--- src/rtl/mmio_uart_tx_pkg.sv ---
// Shared constants for the MMIO UART transmitter:
// register offsets, STATUS bit positions, FSM encodings.
package mmio_uart_tx_pkg;

    localparam logic [1:0] REG_TXDATA  = 2'd0;
    localparam logic [1:0] REG_STATUS  = 2'd1;
    localparam logic [1:0] REG_BAUDDIV = 2'd2;
    localparam logic [1:0] REG_CTRL    = 2'd3;

    localparam int ST_FULL    = 0;
    localparam int ST_EMPTY   = 1;
    localparam int ST_BUSY    = 2;
    localparam int ST_OVF     = 3;
    localparam int ST_CNT_LSB = 4;

    localparam int FRAME_BITS = 10;

    typedef enum logic [1:0] {
        S_IDLE  = 2'd0,
        S_START = 2'd1,
        S_DATA  = 2'd2,
        S_STOP  = 2'd3
    } tx_state_e;

    function automatic logic [15:0] eff_div(input logic [15:0] d);
        return (d == 16'd0) ? 16'd1 : d;
    endfunction

endpackage

--- src/rtl/mmio_uart_tx_sync_fifo.sv ---
// Synchronous FIFO with flush; a push and pop in the same
// cycle read the old head before the new entry lands.
module mmio_uart_tx_sync_fifo #(
    parameter int WIDTH = 8,
    parameter int DEPTH = 8
) (
    input  logic                     clk,
    input  logic                     rst,
    input  logic                     push,
    input  logic [WIDTH-1:0]         push_data,
    input  logic                     pop,
    input  logic                     flush,
    output logic                     full,
    output logic                     empty,
    output logic [$clog2(DEPTH):0]   count,
    output logic [WIDTH-1:0]         head
);
    localparam int AW = $clog2(DEPTH);
    localparam int CW = AW + 1;

    logic [WIDTH-1:0] mem [DEPTH];
    logic [AW-1:0]    wr_q, wr_d;
    logic [AW-1:0]    rd_q, rd_d;
    logic [CW-1:0]    cnt_q, cnt_d;
    logic             push_ok, pop_ok;

    assign full  = (cnt_q == CW'(DEPTH));
    assign empty = (cnt_q == '0);
    assign count = cnt_q;
    assign head  = mem[rd_q];

    always_comb begin
        pop_ok  = pop && !empty;
        push_ok = push && !flush && (!full || pop_ok);
        wr_d    = wr_q;
        rd_d    = rd_q;
        cnt_d   = cnt_q;
        if (flush) begin
            wr_d  = '0;
            rd_d  = '0;
            cnt_d = '0;
        end else begin
            if (push_ok) wr_d = wr_q + AW'(1);
            if (pop_ok)  rd_d = rd_q + AW'(1);
            cnt_d = cnt_q + CW'(push_ok) - CW'(pop_ok);
        end
    end

    always_ff @(posedge clk) begin
        if (rst) begin
            wr_q  <= '0;
            rd_q  <= '0;
            cnt_q <= '0;
        end else begin
            wr_q  <= wr_d;
            rd_q  <= rd_d;
            cnt_q <= cnt_d;
        end
    end

    always_ff @(posedge clk) begin
        if (push_ok) mem[wr_q] <= push_data;
    end

endmodule

--- src/rtl/mmio_uart_tx.sv ---
// MMIO UART transmitter: register decode, TX FIFO,
// 8N1 serialiser with programmable baud divisor.
module mmio_uart_tx
    import mmio_uart_tx_pkg::*;
#(
    parameter int          FIFO_DEPTH  = 8,
    parameter logic [15:0] DEFAULT_DIV = 16'd434
) (
    input  logic        clk,
    input  logic        rst,
    input  logic [29:0] i_mmio_addr,
    input  logic [31:0] i_mmio_data,
    input  logic [3:0]  i_mmio_mask,
    input  logic        i_mmio_wren,
    output logic [31:0] o_mmio_data,
    output logic        o_tx
);
    localparam int CW = $clog2(FIFO_DEPTH) + 1;

    tx_state_e     state_q, state_d;
    logic [15:0]   cnt_q, cnt_d;
    logic [15:0]   div_q, div_d;
    logic [2:0]    idx_q, idx_d;
    logic [7:0]    shift_q, shift_d;
    logic          tx_q, tx_d;
    logic [15:0]   baud_q, baud_d;
    logic          enable_q, enable_d;
    logic          ovf_q, ovf_d;

    logic          wr_txdata, wr_status, wr_baud, wr_ctrl;
    logic          push, pop, flush;
    logic          fifo_full, fifo_empty;
    logic [CW-1:0] fifo_count;
    logic [7:0]    fifo_head;
    logic [3:0]    cnt_field;
    logic          bit_end, can_pop;
    logic          unused_bits;

    assign unused_bits = ^{i_mmio_addr[29:2], i_mmio_data[31:16],
                           i_mmio_mask[3:2]};

    always_comb begin
        wr_txdata = i_mmio_wren && (i_mmio_addr[1:0] == REG_TXDATA);
        wr_status = i_mmio_wren && (i_mmio_addr[1:0] == REG_STATUS);
        wr_baud   = i_mmio_wren && (i_mmio_addr[1:0] == REG_BAUDDIV);
        wr_ctrl   = i_mmio_wren && (i_mmio_addr[1:0] == REG_CTRL);
        push      = wr_txdata && i_mmio_mask[0];
        flush     = wr_ctrl && i_mmio_mask[0] && i_mmio_data[1];
    end

    always_comb begin
        baud_d   = baud_q;
        enable_d = enable_q;
        ovf_d    = ovf_q;
        if (wr_baud && i_mmio_mask[0]) baud_d[7:0]  = i_mmio_data[7:0];
        if (wr_baud && i_mmio_mask[1]) baud_d[15:8] = i_mmio_data[15:8];
        if (wr_ctrl && i_mmio_mask[0]) enable_d = i_mmio_data[0];
        if (wr_status && i_mmio_mask[0] && i_mmio_data[3]) ovf_d = 1'b0;
        // a dropped push outranks a same-cycle clear
        if (push && fifo_full && !pop) ovf_d = 1'b1;
    end

    mmio_uart_tx_sync_fifo #(
        .WIDTH (8),
        .DEPTH (FIFO_DEPTH)
    ) u_fifo (
        .clk       (clk),
        .rst       (rst),
        .push      (push),
        .push_data (i_mmio_data[7:0]),
        .pop       (pop),
        .flush     (flush),
        .full      (fifo_full),
        .empty     (fifo_empty),
        .count     (fifo_count),
        .head      (fifo_head)
    );

    always_ff @(posedge clk) begin
        if (rst) state_q <= S_IDLE;
        else     state_q <= state_d;
    end

    always_comb begin
        bit_end = (cnt_q == 16'd0);
        can_pop = enable_q && !fifo_empty;
        state_d = state_q;
        pop     = 1'b0;
        unique case (state_q)
            S_IDLE: if (can_pop) begin
                pop     = 1'b1;
                state_d = S_START;
            end
            S_START: if (bit_end) state_d = S_DATA;
            S_DATA:  if (bit_end && idx_q == 3'd7) state_d = S_STOP;
            S_STOP: if (bit_end) begin
                pop     = can_pop;
                state_d = can_pop ? S_START : S_IDLE;
            end
            default: state_d = S_IDLE;
        endcase
    end

    always_comb begin
        cnt_d   = cnt_q;
        div_d   = div_q;
        idx_d   = idx_q;
        shift_d = shift_q;
        tx_d    = tx_q;
        if (pop) begin
            shift_d = fifo_head;
            div_d   = eff_div(baud_q);
            cnt_d   = eff_div(baud_q) - 16'd1;
            idx_d   = 3'd0;
            tx_d    = 1'b0;
        end else if (state_q == S_IDLE) begin
            tx_d = 1'b1;
        end else if (!bit_end) begin
            cnt_d = cnt_q - 16'd1;
        end else begin
            cnt_d = div_q - 16'd1;
            unique case (state_q)
                S_START: begin
                    idx_d = 3'd0;
                    tx_d  = shift_q[0];
                end
                S_DATA: if (idx_q == 3'd7) begin
                    tx_d = 1'b1;
                end else begin
                    idx_d   = idx_q + 3'd1;
                    shift_d = shift_q >> 1;
                    tx_d    = shift_q[1];
                end
                default: tx_d = 1'b1;
            endcase
        end
    end

    always_ff @(posedge clk) begin
        if (rst) begin
            cnt_q    <= '0;
            div_q    <= eff_div(DEFAULT_DIV);
            idx_q    <= '0;
            shift_q  <= '0;
            tx_q     <= 1'b1;
            baud_q   <= DEFAULT_DIV;
            enable_q <= 1'b1;
            ovf_q    <= 1'b0;
        end else begin
            cnt_q    <= cnt_d;
            div_q    <= div_d;
            idx_q    <= idx_d;
            shift_q  <= shift_d;
            tx_q     <= tx_d;
            baud_q   <= baud_d;
            enable_q <= enable_d;
            ovf_q    <= ovf_d;
        end
    end

    assign o_tx = tx_q;

    always_comb begin
        cnt_field   = (32'(fifo_count) > 32'd15) ? 4'hF : 4'(fifo_count);
        o_mmio_data = '0;
        unique case (i_mmio_addr[1:0])
            REG_STATUS: begin
                o_mmio_data[ST_FULL]  = fifo_full;
                o_mmio_data[ST_EMPTY] = fifo_empty;
                o_mmio_data[ST_BUSY]  = (state_q != S_IDLE);
                o_mmio_data[ST_OVF]   = ovf_q;
                o_mmio_data[ST_CNT_LSB +: 4] = cnt_field;
            end
            REG_BAUDDIV: o_mmio_data[15:0] = baud_q;
            REG_CTRL:    o_mmio_data[0]    = enable_q;
            default:     o_mmio_data       = '0;
        endcase
    end

endmodule

--- config.mk ---
export PLATFORM = sky130hd
export DESIGN_NAME = mmio_uart_tx
export DESIGN_NICKNAME = d
export VERILOG_FILES = /design/src/rtl/mmio_uart_tx_pkg.sv /design/src/rtl/mmio_uart_tx_sync_fifo.sv /design/src/rtl/mmio_uart_tx.sv
export SDC_FILE = /design/constraint.sdc
export NUM_CORES = 1
export LEC_CHECK = 0
export ABC_AREA = 1
export BUFFER_PORTS_ARGS = -buffer_cell sky130_fd_sc_hd__buf_2
export CORE_MARGIN = 5
export CORE_UTILIZATION = 60
export CTS_CLUSTER_SIZE = 40
export DETAILED_ROUTE_END_ITERATION = 8
export PLACE_DENSITY_LB_ADDON = 0.3
export SLEW_MARGIN = 20
export SYNTH_ARGS = -nofsm -noshare
export SYNTH_HDL_FRONTEND = slang
export SYNTH_SLANG_ARGS = --single-unit
--- constraint.sdc ---
create_clock -name clk -period 4.4 [get_ports clk]
set_input_delay 0.66 -clock clk [delete_from_list [all_inputs] [get_ports clk]]
set_output_delay 0.66 -clock clk [all_outputs]
set_load 0.01 [all_outputs]
---- Yosys cells after proc, flatten, opt, wreduce, memory -nomap -nowiden ----
Memory sizes are Yosys's and may differ from the RTL's. A register that Yosys moved wholly into a read port is not among the register bits.
Index checks and enable logic that the tools add are counted.
cells by class
  order comparisons ....................... 0
  multiplexer cells ....................... 34
  $add $sub $neg .......................... 8
  shift-type cells ........................ 0
  bitwise logic cells ..................... 1
  divide/modulo/power cells ............... 0
  reductions and logical operators ........ 39
  eq/ne operators ......................... 15
  $mul .................................... 0
operators by type and width
  kind                                                number
  two-way mux 16 bit                                  4
  two-way mux 8 bit                                   6
  subtractor 16 x 1 -> 16 bit, second input constant  3
  logical NOT 16 bit                                  2
  logical AND 1 bit                                   18
  inequality test 2 bit, second input constant        7
  case mux 7 bit (2 select lines)                     1
  AND reduction 4 bit                                 3
  two-way mux 1 bit                                   11
  nonzero test 2 bit                                  5
  adder 3 x 1 -> 3 bit, second input constant         3
  two-way mux 3 bit                                   3
  == test 2 bit, second input constant                4
  two-way mux 2 bit                                   4
  case mux 2 bit (4 select lines)                     1
  case mux 3 bit (2 select lines)                     1
  adder 4 x 1 -> 4 bit                                1
  == test 2 x 1 -> 1 bit, second input constant       2
  == test 4 bit, second input constant                1
  logical NOT 1 bit                                   4
  logical NOT 2 bit                                   2
  logical NOT 4 bit                                   1
  case mux 1 bit (2 select lines)                     2
  OR reduction 2 bit                                  2
  6 further kinds                                     6
word-level totals
  memory bits (read-only) ................. 0
  output and inout port bits .............. 33
  latch bits .............................. 0
  word-level logic and storage cells ...... 111
  memory bits (writable) .................. 64
  register bits after elaboration ......... 74
  memories ................................ 1
memories
  memory      words  width  read ports  clocked after Yosys merged registers in  wr ports  RTL line                      RTL
  u_fifo.mem  8      8      1           1                                        1         mmio_uart_tx_sync_fifo.sv:21  logic [WIDTH-1:0] mem [DEPTH];

---- Logic depth before layout (Yosys ltp) ----
  word-level depth ........................ 10
  depth in mapped cells ................... 20
  mapped depth without buffers ............ 20

---- Modules after synthesis ----
From an unflattened synthesis, not the netlist that was laid out.
second synthesis, totals
  cells, all modules ...................... 883
  area, all modules ....................... 7,093.1 um^2
modules (own cells, without submodules)
  module                  sequential area each (um^2)  cells an instance  area each (um^2)  instances
  mmio_uart_tx            1,281.2                      592                3,833.7           1
  mmio_uart_tx_sync_fifo  2,182.1                      291                3,259.4           1

---- Worst setup path before layout ----
OpenSTA, ideal clock, no wires.
  path type ............................... register to register
  start ................................... register u_fifo.cnt_q[2] (netlist: u_fifo.count[2])
  end ..................................... memory u_fifo.mem[0][0] (enable)
  required time ........................... 4,017 ps
  data arrival time ....................... 2,342 ps
  setup slack ............................. 1,675 ps
  cell stages (with the launch flop) ...... 15
  library setup time ...................... 383 ps
  cell sequence ........................... dfxtp_1 > inv_1 > ha_1 > nand2_2 > nand2_2 > nor2_4 > nand3_2 > nand2_4 > nand2_2 > buf_6 > buf_6 > nand2_1 > nand2_1 > or2_2 > nor3_1
on the way
  word-level cells in the longest chain between the ends .. 10
  elaborated cells between the ends (all ways) .. 13
  classes of those cells .................. eq/ne (1); mux (5); reduce/logical (7)
ends and longest elaborated chain
  what                                       RTL line                                          RTL
  start, declared                            mmio_uart_tx_sync_fifo.sv:24                      logic [CW-1:0] cnt_q, cnt_d;
  start signal, assigned                     mmio_uart_tx_sync_fifo.sv:57                      cnt_q <= cnt_d;
  logical NOT 4 bit                          mmio_uart_tx_sync_fifo.sv:28                      assign empty = (cnt_q == '0);
  logical NOT 1 bit                          mmio_uart_tx_sync_fifo.sv:33, mmio_uart_tx.sv:86
  logical AND 1 bit                          mmio_uart_tx.sv:86                                can_pop = enable_q && !fifo_empty;
  two-way mux 1 bit (on tied branches)       mmio_uart_tx.sv:96, mmio_uart_tx.sv:90
  case mux 1 bit (2 select lines)            mmio_uart_tx.sv:89                                unique case (state_q)
  logical AND 1 bit                          mmio_uart_tx_sync_fifo.sv:33                      pop_ok = pop && !empty;
  logical OR 1 bit *                         mmio_uart_tx_sync_fifo.sv:34                      push_ok = push && !flush && (!full || pop_ok);
  logical AND 1 bit *                        mmio_uart_tx_sync_fifo.sv:34
  two-way mux 1 bit *                        mmio_uart_tx_sync_fifo.sv:62                      if (push_ok) mem[wr_q] <= push_data;
  two-way mux 1 bit (not written as such) *  mmio_uart_tx_sync_fifo.sv:62
  end, declared                              mmio_uart_tx_sync_fifo.sv:21
Mark *: on every way between the ends. The rest lies on a longest branch, timed or not.

---- Final worst setup path ----
  start ................................... register state_q[0]
  end ..................................... register u_fifo.cnt_q[2] (netlist: u_fifo.count[2])
on the way
  word-level cells in the longest chain between the ends .. 7
  elaborated cells between the ends (all ways) .. 8
  classes of those cells .................. add/sub (2); eq/ne (1); mux (1); reduce/logical (4)
ends and longest elaborated chain
  what                                                       RTL line                      RTL
  start, declared                                            mmio_uart_tx.sv:20            tx_state_e state_q, state_d;
  start signal, assigned                                     mmio_uart_tx.sv:81            else state_q <= state_d;
  == test 2 bit / logical NOT 2 bit (equally long branches)  mmio_uart_tx.sv:89
  case mux 1 bit (2 select lines) *                          mmio_uart_tx.sv:89
  logical AND 1 bit *                                        mmio_uart_tx_sync_fifo.sv:33
  logical OR 1 bit                                           mmio_uart_tx_sync_fifo.sv:34
  logical AND 1 bit                                          mmio_uart_tx_sync_fifo.sv:34
  adder 4 x 1 -> 4 bit                                       mmio_uart_tx_sync_fifo.sv:45  cnt_d = cnt_q + CW'(push_ok) - CW'(pop_ok);
  subtractor 4 x 1 -> 4 bit *                                mmio_uart_tx_sync_fifo.sv:45
Marked as above.
A chain may end at the register's enable or synchronous reset.

==> impl_metrics.csv <==
group,metric,value,unit
outcome,status,"finished clean",
die,coreArea,11400,sq um
timing,rsz0062_at_grt,"false",
die,rows,39,
logic_synthesis,synth_top_area_share,27.7,%
global_route,grt_start_max_net_pins,39,
power_and_ir_drop,power_leakage,3.30,nW
route,viasPerCell,5.59,
route,num_vias,5616,
logic_synthesis,synth-seq-area-share,50.0,%
final_layout,final_common_cell,"nand2_1",
final_layout,final_nets,939,
final_layout,stdcell_area,7750,sq um
critical_path,cp.buffers_inverters,6,
critical_path,crit_path_start_kind,"register",
clock_tree,clk_latency,0.41,ns
die,initial_utilization,60.9,%
job,maxCapViolations,0,
critical_path,crit_path_max_fanout,22,
logic_synthesis,yosys.area.top_type,"edfxtp_1",
clock_tree,root_buffer,"clkbuf_16",
critical_path,cp.required,4.70,ns
clock_tree,cts.sinks,141,
logic_synthesis,synth_cells,814,
global_route,grt-ovfl-total,0,
placement,placed_area,7160,sq um
logic_synthesis,netlist_area,6930,sq um
final_layout,drive_gt1_share,13.8,%
placement,place_congestion,0.899,
worst_hold_path,whs_path_depth,3,
logic_synthesis,synth_edf_count,64,
critical_path,crit_chain,"inv_1, ha_1, inv_1, nand2_2, inv_1, buf_4, ha_1, inv_1, ha_1, inv_1, fa_1, xor2_1, nor2_1",
critical_path,cp_num_cells,13,
clock_tree,clockBufferDepth,2,
final_layout,insertedDiodeCount,0,
die,die_x,117,um
placement,dp_cells,972,
final_layout,layout_common_cells,"nand2_1, inv_1, dfxtp_1",
timing,holdWs,0.452,ns
route,drcViolationCount,0,
timing,final.setup.tns,0,ns
placement,portBuffers,39,
critical_path,crit_type,"reg -> reg",
critical_path,reg2reg_depth,13,
global_route,grtUsageTotal,23.5,%
critical_path,arrival,3.81,ns
timing,min_period,3.51,ns
route,post_drt_wl_per_cell,16.0,um
clock_tree,ctsHoldBuffers,0,
timing,worstMarginPinSlew,0.904,ns
critical_path,cpMaxStageDelayCell,"nand2_2",
route,first_pass_iters,8,
worst_hold_path,hold_path_class,"in -> reg",
logic_synthesis,async_reset_ff_share,0,%
clock_tree,cts_setup_buffers,0,
route,drt_iter0_markers,563,
timing,slew_violations,0,
logic_synthesis,synth-seq-cells,141,
critical_path,path_common_cell,"inv_1",
timing,finalSetupViolCount,0,
worst_hold_path,hold_start,"i_mmio_data[8]",
critical_path,critPathTopFamily,"buffers and inverters",
final_layout,stdcell_count,1004,
clock_tree,cts.clk_slew.worst_paths,0.06,ns
worst_hold_path,hold_end,"baud_q[8]",
die,fp.dieH,117,um
global_route,antenna_found_initial,0,
critical_path,rrSetupSlack,0.89,ns
timing,post-route-period-util,79.8,%
timing,hold_viol_final,0,
global_route,grt_pass1_wl,26400,um
critical_path,r2r_end,"u_fifo.count[2]",
power_and_ir_drop,peakVddDrop,0.447,mV
power_and_ir_drop,p_total,4.95,mW
timing,maxClockFrequency,285,MHz
die,ios,102,
route,drt-total-wl,16100,um
global_route,grt_pass1_vias,5467,
clock_tree,cts_buffers,17,
clock_tree,cts_tree,"done",
final_layout,syn_to_final_growth,11.9,%
timing,slew_headroom,39.5,%
power_and_ir_drop,powerDensity,639,nW/um^2
clock_tree,htree_levels,4,
route,postRouteAntennaNets,0,
timing,skew,0.00705,ns
logic_synthesis,post_synth_num_cell_types,42,
critical_path,critPathCaptureType,"register",
critical_path,r2r-start,"state_q[0]",
logic_synthesis,ys_top_cells_by_area,"edfxtp_1, dfxtp_1, nand2_1",
logic_synthesis,synth.avg_cell_area,8.51,sq um
die,die-area,13800,sq um
logic_synthesis,yosys_warnings,0,
placement,dp.final_hpwl,11000,um
clock_tree,cts_resized,0,
critical_path,slowest_delay,0.41,ns
logic_synthesis,synth_ff_type,"dfxtp_1",
metal layers:
metal	vias up	wire length (um)	track usage, %
met3	38	1160	5.14
met2	235	7940	40.2
li1	2754	-	-
met5	-	0	0
met1	2589	6630	29.5
met4	0	389	7.74
worst max path at each step:
stage / start / to / slack [ns]
3_3_place_gp: state_q[0] / u_fifo.count[2] / 1.05
6_report: state_q[0] / u_fifo.count[2] / 0.89
5_1_grt: state_q[0] / u_fifo.count[2] / 0.64
3_5_place_dp: state_q[0] / u_fifo.count[2] / 0.96
2_1_floorplan: u_fifo.count[2] / u_fifo.mem[0][0] / 1.67
4_1_cts: state_q[0] / u_fifo.count[2] / 0.90
tightest hold or removal path: cells and delay by family:
| family | cells | cell delay [ns] |
|---|---|---|
| buf+inv | 1 | 0.08 |
| simple gates | 2 | 0.10 |
registers in the layout, summed over array words and instances (netlist names), 2 cells and up, named ones only:
| register | cells |
|---|---|
| u_fifo.mem | 64 |
| baud_q | 16 |
| cnt_q | 16 |
| div_q | 16 |
| shift_q | 8 |
| u_fifo.count | 4 |
| idx_q | 3 |
| u_fifo.rd_q | 3 |
| u_fifo.wr_q | 3 |
| state_q | 2 |
per-stage QoR:
step	util [%]	setup slack, ns
floorplan	-	1.67
finish	68.2	0.890
global route	68.2	0.636
global placement	63.0	1.05
detailed placement	63.0	0.960
CTS	68.2	0.903
kinds of logic after synthesis:
kind of cell,share of synthesized area (%)
other,0.0541
XOR/XNOR,0.379
flip-flops,50.0
AO/OA/AOI/OAI,12.9
buffers and inverters,9.28
multiplexers,1.73
AND/OR/NAND/NOR,21.5
adder cells (fa/ha/maj),4.08
power breakdown:
| group | switching (mW) | total (mW) | internal (mW) |
|---|---|---|---|
| clock network | 0.575 | 1.42 | 0.846 |
| registers | 0.111 | 1.63 | 1.52 |
| logic | 1.29 | 1.91 | 0.612 |
| total | 1.98 | 4.95 | 2.97 |
area by class of cell:
cell class              count  area [sq um]
fillers                   856          3620
flip-flops and latches    141          3460
multi-input cells         540          2880
clock buffers              18           429
inverters                  99           372
repair buffers             49           270
well taps                 143           179
clock inverters            14           160
synthesized netlist by cell type (12+ instances only):
cell type,n
buf_4,17
dfxtp_1,77
nand3_1,56
o21ai_0,56
o21bai_1,12
inv_1,96
a21oi_1,50
ha_1,21
nor2_1,66
nand2_1,158
nand2_2,13
o221ai_1,12
clkbuf_1,22
mux2i_1,12
edfxtp_1,64
No activity file was read; power rests on OpenSTA's default activity.
